--- config.mk ---
export PLATFORM = sky130hd
export DESIGN_NAME = sync_arith_unit29
export DESIGN_NICKNAME = d
export VERILOG_FILES = /design/src/rtl/sync_arith_unit29.sv
export SDC_FILE = /design/constraint.sdc
export NUM_CORES = 2
export LEC_CHECK = 0
export CAP_MARGIN = 0
export CORE_AREA = 2 2 345 347
export DETAILED_ROUTE_END_ITERATION = 16
export DIE_AREA = 0 0 347 349
export PLACE_DENSITY = 0.53
export SYNTH_ARGS = -nofsm -noshare
export SYNTH_HDL_FRONTEND = slang
export SYNTH_SLANG_ARGS = --single-unit
--- constraint.sdc ---
create_clock -name clk -period 1.1 [get_ports clk]
set_input_delay 0.22 -clock clk [delete_from_list [all_inputs] [get_ports clk]]
set_output_delay 0.22 -clock clk [all_outputs]
set_load 0.005 [all_outputs]
--- src/rtl/sync_arith_unit29.sv ---
// sync_arith_unit29: registered shift / signed compare / divide / sign-magnitude-to-two's-complement unit
module sync_arith_unit29 #(
    parameter int M = 32
) (
    input  logic         clk,
    input  logic         i_reset,
    input  logic [M-1:0] iarg_A,
    input  logic [M-1:0] iarg_B,
    input  logic [3:0]   iop,
    output logic [M-1:0] o_result,
    output logic [3:0]   o_status
);
    localparam logic [M-1:0] MW = M;
    logic [2*M-1:0] ext;
    logic [M-1:0]   zm;
    logic [M-1:0]   res;
    logic           big;
    logic           b_zero;
    logic           err;
    logic           ovf;
    // Upper half of the double-width shift holds every bit pushed past the MSB
    assign ext    = {{M{1'b0}}, iarg_A} << iarg_B;
    assign big    = iarg_B >= MW;
    assign b_zero = iarg_B == '0;
    assign zm     = iarg_A[M-1] ? -{1'b0, iarg_A[M-2:0]} : iarg_A;
    always_comb begin
        res = iop == 4'd0 ? (big ? '0 : ext[M-1:0]) :
              iop == 4'd1 ? {{(M-1){1'b0}}, $signed(iarg_A) > $signed(iarg_B)} :
              iop == 4'd2 ? (b_zero ? '0 : iarg_A / iarg_B) :
              iop == 4'd3 ? zm : '0;
        err = (iop == 4'd2 && b_zero) || iop > 4'd3;
        ovf = iop == 4'd0 && !big && |ext[2*M-1:M];
    end
    always_ff @(posedge clk or negedge i_reset) begin
        if (!i_reset) begin
            o_result <= '0;
            o_status <= '0;
        end else begin
            o_result <= res;
            o_status <= {err, ovf, res[M-1], res == '0};
        end
    end
endmodule

Word level (Yosys, flattened, before mapping)
Cells that the tools add are included.
{"block": "op_classes", "addsub": 1, "div_mod_pow": 1, "n_lt_le_gt_ge": 3, "eq_ne": 3, "n_shift": 1, "n_mux": 7, "reduce_logical": 9}
{"cell": "two-way mux 32 bit", "count": 7}
{"cell": "zero test 32 bit", "count": 2}
{"cell": "left shift 32 x 32 -> 64 bit", "count": 1}
{"cell": "divider 32 x 32 -> 32 bit", "count": 1}
{"cell": "greater-or-equal comparator 32 x 6 -> 1 bit, second input constant", "count": 1}
{"cell": "> comparator 32 bit", "count": 1}
{"cell": "negation 31 -> 32 bit", "count": 1}
{"cell": "OR reduction 32 bit", "count": 1}
{"cell": "equality test 4 x 2 -> 1 bit, second input constant", "count": 2}
{"cell": "equality test 4 x 1 -> 1 bit, second input constant", "count": 1}
{"cell": "> comparator 4 x 2 -> 1 bit, second input constant", "count": 1}
{"cell": "zero test 4 bit", "count": 1}
{"cell": "logical AND 1 bit", "count": 3}
{"cell": "zero test 1 bit", "count": 1}
{"cell": "logical OR 1 bit", "count": 1}
{"block": "totals", "register_bits": 36, "in_bits": 70, "output_inout_bits": 36, "wordCells": 27}

Logic depth before layout (Yosys ltp)
{"block": "depth", "ltp_word": 7, "mapped_depth": 334, "mapped_depth_nobuf": 298}

Worst setup path before layout
No wires, ideal clock.
{"block": "synth_path", "path_type": "input-to-reg", "startpoint": "in iarg_B[0]", "endpoint": "reg o_status[0]", "setup_ns": 0.088, "arrival_ns": 67.513, "t_required_ns": 1.012, "slack_ns": -66.501, "stages": 301, "n_path_buf": 49, "cell_sequence": "clkbuf_1 buf_2 clkbuf_1 inv_1 ha_1 o21bai_1 nor2_1 mux2i_1 ha_1 or4b_2 o211ai_1 nor4_1 or2_2 ha_1 or2_2 o311a_1 and3_1 buf_2 [... 265 more ...] o211ai_1 o211ai_1 a31oi_1 a211oi_1 clkbuf_1 mux2_2 ha_1 a21o_1 a21o_1 a21o_1 a21o_1 a211oi_1 o21a_1 o41ai_1 a2111oi_0 nand2_1 nor3_1 nor3b_1"}
{"block": "synth_via", "elab_chain_cells": 6, "elab_cells_between_ends": 11, "classes_between": "div (1); order compare (2); shift (1); mux (5); reduce/logical (2)"}
{"element": "start, declared", "line_no": "8", "text": "input logic [M-1:0] iarg_B,"}
{"element": "divider 32 x 32 -> 32 bit / zero test 32 bit (equally long branches)", "line_no": "29, 24"}
{"element": "two-way mux 32 bit (2 in series)", "line_no": "29", "text": "iop == 4'd2 ? (b_zero ? '0 : iarg_A / iarg_B) :"}
{"element": "two-way mux 32 bit", "line_no": "28", "text": "iop == 4'd1 ? {{(M-1){1'b0}}, $signed(iarg_A) > $signed(iarg_B)} :"}
{"element": "two-way mux 32 bit (*)", "line_no": "27", "text": "res = iop == 4'd0 ? (big ? '0 : ext[M-1:0]) :"}
{"element": "zero test 32 bit (*)", "line_no": "40", "text": "o_status <= {err, ovf, res[M-1], res == '0};"}
{"element": "end signal, assigned", "line_no": "40"}
{"element": "end, declared", "line_no": "11", "text": "output logic [3:0] o_status"}
Every way passes the cells marked *; elsewhere a longest branch is shown, timed or not.

Worst setup path in the final report
{"block": "layout_path", "startpoint": "in iarg_B[31]", "endpoint": "reg o_status[0]"}
Same word-level chain as after synthesis.

==> flow_summary.yaml <==
place:
  place_inst: 8884
  gp_congestion: 1.011
  dpl.hpwl_um: 162400
  io_buffers: 105
  preCtsSetupSlack_ps: -63020
finish:
  drive_gt1_frac: 0.5014
  stdcell_count: 9236
  fin_nets: 8328
  fillCellCount: 10886
  finish.utilization: 0.5515
  area_growth_pct: 85.45
synth:
  ys.flop_type: "dfrtp_1"
  syn-cell-area_um2: 34930
  yosys-top-cells-area: "ha_1, a21oi_1, nand2_1"
  synth_common_cells: "ha_1, nand2_1, nor2_1"
  synth.avg_cell_area_um2: 6.967
  yosysMostFrequentCell: "ha_1"
  synthArstFlopShare: 1.000
  syn_inst: 5014
  synth-seq-area-share: 0.02507
  yosysTopAreaCellShare: 0.2009
  yosysUniqueCellTypes: 125
  ys_warn_count: 0
  synth-edff-count: 0
  ys_seq_elements: 35
  yosysTopAreaCell: "ha_1"
  synth_nets: 5645
critical_path:
  path_max_fanout: 11
  worstPathArrival_ps: 59010
  crit_required_ps: 1320
  cp-start-kind: "primary input"
  max_stage_delay_ps: 510
  critPathSlowestCell: "or4b_4"
  cp-end-kind: "flop"
  cp_common_cell: "ha_4"
  crit_type: "primary input to flop"
timing:
  hold_viol: 0
  finalSetupTns_ps: -902420
  min_period_over_period: 53.45
  rsz0062_at_grt: "true"
  min_period_ps: 58790
  tightest_slew_ps: 900.4
  drv_slew: 0
  fmax_mhz: 17.01
  setup_slack_ps: -57690
  max_slew_margin: 0.3946
  setup_viol: 38
pwr:
  swShare: 0.4676
  powerDensity_nw_per_um2: 599.8
  pwr-share-comb: 0.929
  p_sw_mw: 18.17
  ir_drop_mv: 0.5023
  pwr-share-clk: 0.036
  seqPwrFrac: 0.035
  intPower_mw: 20.69
  p_leak_nw: 31.00
routing:
  route.detailed.drc: 0
  initialDrtViolationCount: 4235
  postRouteAntennaNets: 0
  routedWlPerCell_um: 22.07
  num_vias: 51037
  dr.pass1.iters: 8
  viasPerCell: 5.526
  routed_wl_um: 203900
global_routing:
  grt_util_all_layers: 0.3162
  grt_pass1_vias: 49652
  antenna_found_initial: 5
  gr-total-overflow: 0
  grt_max_degree: 45
  grt_pass1_wl_um: 297700
clock_tree:
  tritoncts: "done"
  max-clock-path-buffers: 2
  numClockSinks: 35
  cts-htree-levels: 2
  clockRootBuffer: "clkbuf_16"
  cts_made_buffers: 5
  clk_pin_slew_worst_paths_ps: 60
flow_run:
  max-cap-violations: 0
run_status:
  violations: "setup timing"
  status: "finished, violations left"
die:
  fp.dieW_um: 347
  start_util: 0.2974
  ioPinCount: 106
  core_area_um2: 117500
  rows: 126
  die-height_um: 349
  dieArea_um2: 121100
min_path:
  holdCritPathClass: "primary input to async pin"
[cell families after synthesis]
logic type,synth area share
buffers and inverters,0.04191
adders and majority gates,0.2009
xor gates and xnor gates,0.09026
and+or+nand+nor,0.2487
DFF,0.02507
muxes,0.05498
AOI/OAI and AO/OA,0.3382
[routing by layer]
layer / vias to the layer above / routed length, um / track usage
met5: - / 13 / 0
met4: 2 / 10820 / 0.1267
met3: 502 / 14740 / 0.04391
met2: 1932 / 88660 / 0.5132
met1: 24353 / 89640 / 0.4201
li1: 24248 / - / -
[final timing paths]
kind,to,slack (ps),from,depth (start not counted)
min in group clk,o_result[2],810,iarg_B[30],7
hold / removal,o_result[30],350,i_reset,2
max in group asynchronous,o_result[0],320,i_reset,3
setup / recovery,o_status[0],-57690,iarg_B[31],301
[power by group through the flow]
stage               logic [mW]  registers [mW]  clock network [mW]
finish                    36.1            1.36                1.41
global route              38.7            1.36                1.51
CTS                       33.6            1.36                1.43
detailed placement        31.7            1.38                   0
global placement          31.4            1.38                   0
floorplan                 16.3            1.37                   0
[timing repair]
action,in CTS,in global routing
cloned,9,2
endpoints found under the hold margin,10,0
hold buffers,1,0
buffers inserted,215,127
pin swaps,275,287
endpoints found under the setup margin,71,63
gates resized for setup,622,604
[flip-flops by register name, summed over array words and instances (netlist names)]
name      cells
o_result     31
o_status      4
[cell usage in the layout (no fill, tap or decap), types with 27 or more instances in the layout]
cell type / netlist / routed
and3_1: 51 / 42
or3_1: 61 / 47
o21bai_1: 35 / 31
inv_1: 168 / 155
dfrtp_1: 35 / 31
or2_2: 51 / 42
o31ai_1: 48 / 34
o21ai_0: 300 / 183
a211oi_1: 55 / 27
o211ai_1: 64 / 64
clkbuf_2: 0 / 33
xor2_1: 152 / 150
nand2_2: 3 / 41
o21ai_1: 22 / 73
a21oi_2: 3 / 103
nand2_1: 547 / 498
buf_4: 4 / 2610
clkdlybuf4s50_1: 0 / 33
nand2b_1: 50 / 46
mux2_2: 62 / 40
nor2_4: 2 / 31
ha_4: 0 / 119
nor2b_1: 54 / 48
ha_1: 561 / 428
a211oi_2: 8 / 27
and2_1: 40 / 28
a21o_1: 193 / 187
mux4_2: 27 / 27
mux2i_1: 54 / 42
nor3_1: 172 / 143
xnor2_1: 208 / 205
o21ai_2: 3 / 51
buf_6: 6 / 119
nor2_2: 3 / 36
nand4_1: 45 / 45
a31oi_1: 67 / 45
nand3_1: 140 / 120
nor2_1: 473 / 411
a21oi_1: 411 / 295
o21a_1: 145 / 135
[worst max-delay path: cells and delay by family]
kind                     cells  cell delay (ps)
AND/OR/NAND/NOR             80            14800
AO/OA/AOI/OAI              135            27430
XOR/XNOR                     3              410
adder cells (fa/ha/maj)     31             7870
buffers and inverters       44             5900
multiplexers                 8             2160
[layout make-up]
| class | count | area, um^2 | area share |
|---|---|---|---|
| diodes | 2 | 5.005 | 0.00007726 |
| flip-flops and latches | 35 | 880.8 | 0.01360 |
| multi-input cells | 4614 | 38610 | 0.5961 |
| well taps | 1536 | 1922 | 0.02967 |
| inverters | 172 | 655.6 | 0.01012 |
| repair buffers | 2869 | 22560 | 0.3483 |
| clock inverters | 2 | 12.51 | 0.0001932 |
| clock buffers | 6 | 128.9 | 0.001989 |
[per-stage QoR]
| stage | power (mW) | area [um^2] | hold slack (ps) |
|---|---|---|---|
| floorplan | 17.68 | 37120 | -75.59 |
| global placement | 32.80 | 57010 | 107.0 |
| detailed placement | 33.03 | 57010 | 113.6 |
| CTS | 36.41 | 61370 | 352.0 |
| global route | 41.52 | 64770 | 384.9 |
| finish | 38.86 | 64780 | 347.4 |
Note: power is estimated with default switching activity, not from simulation.
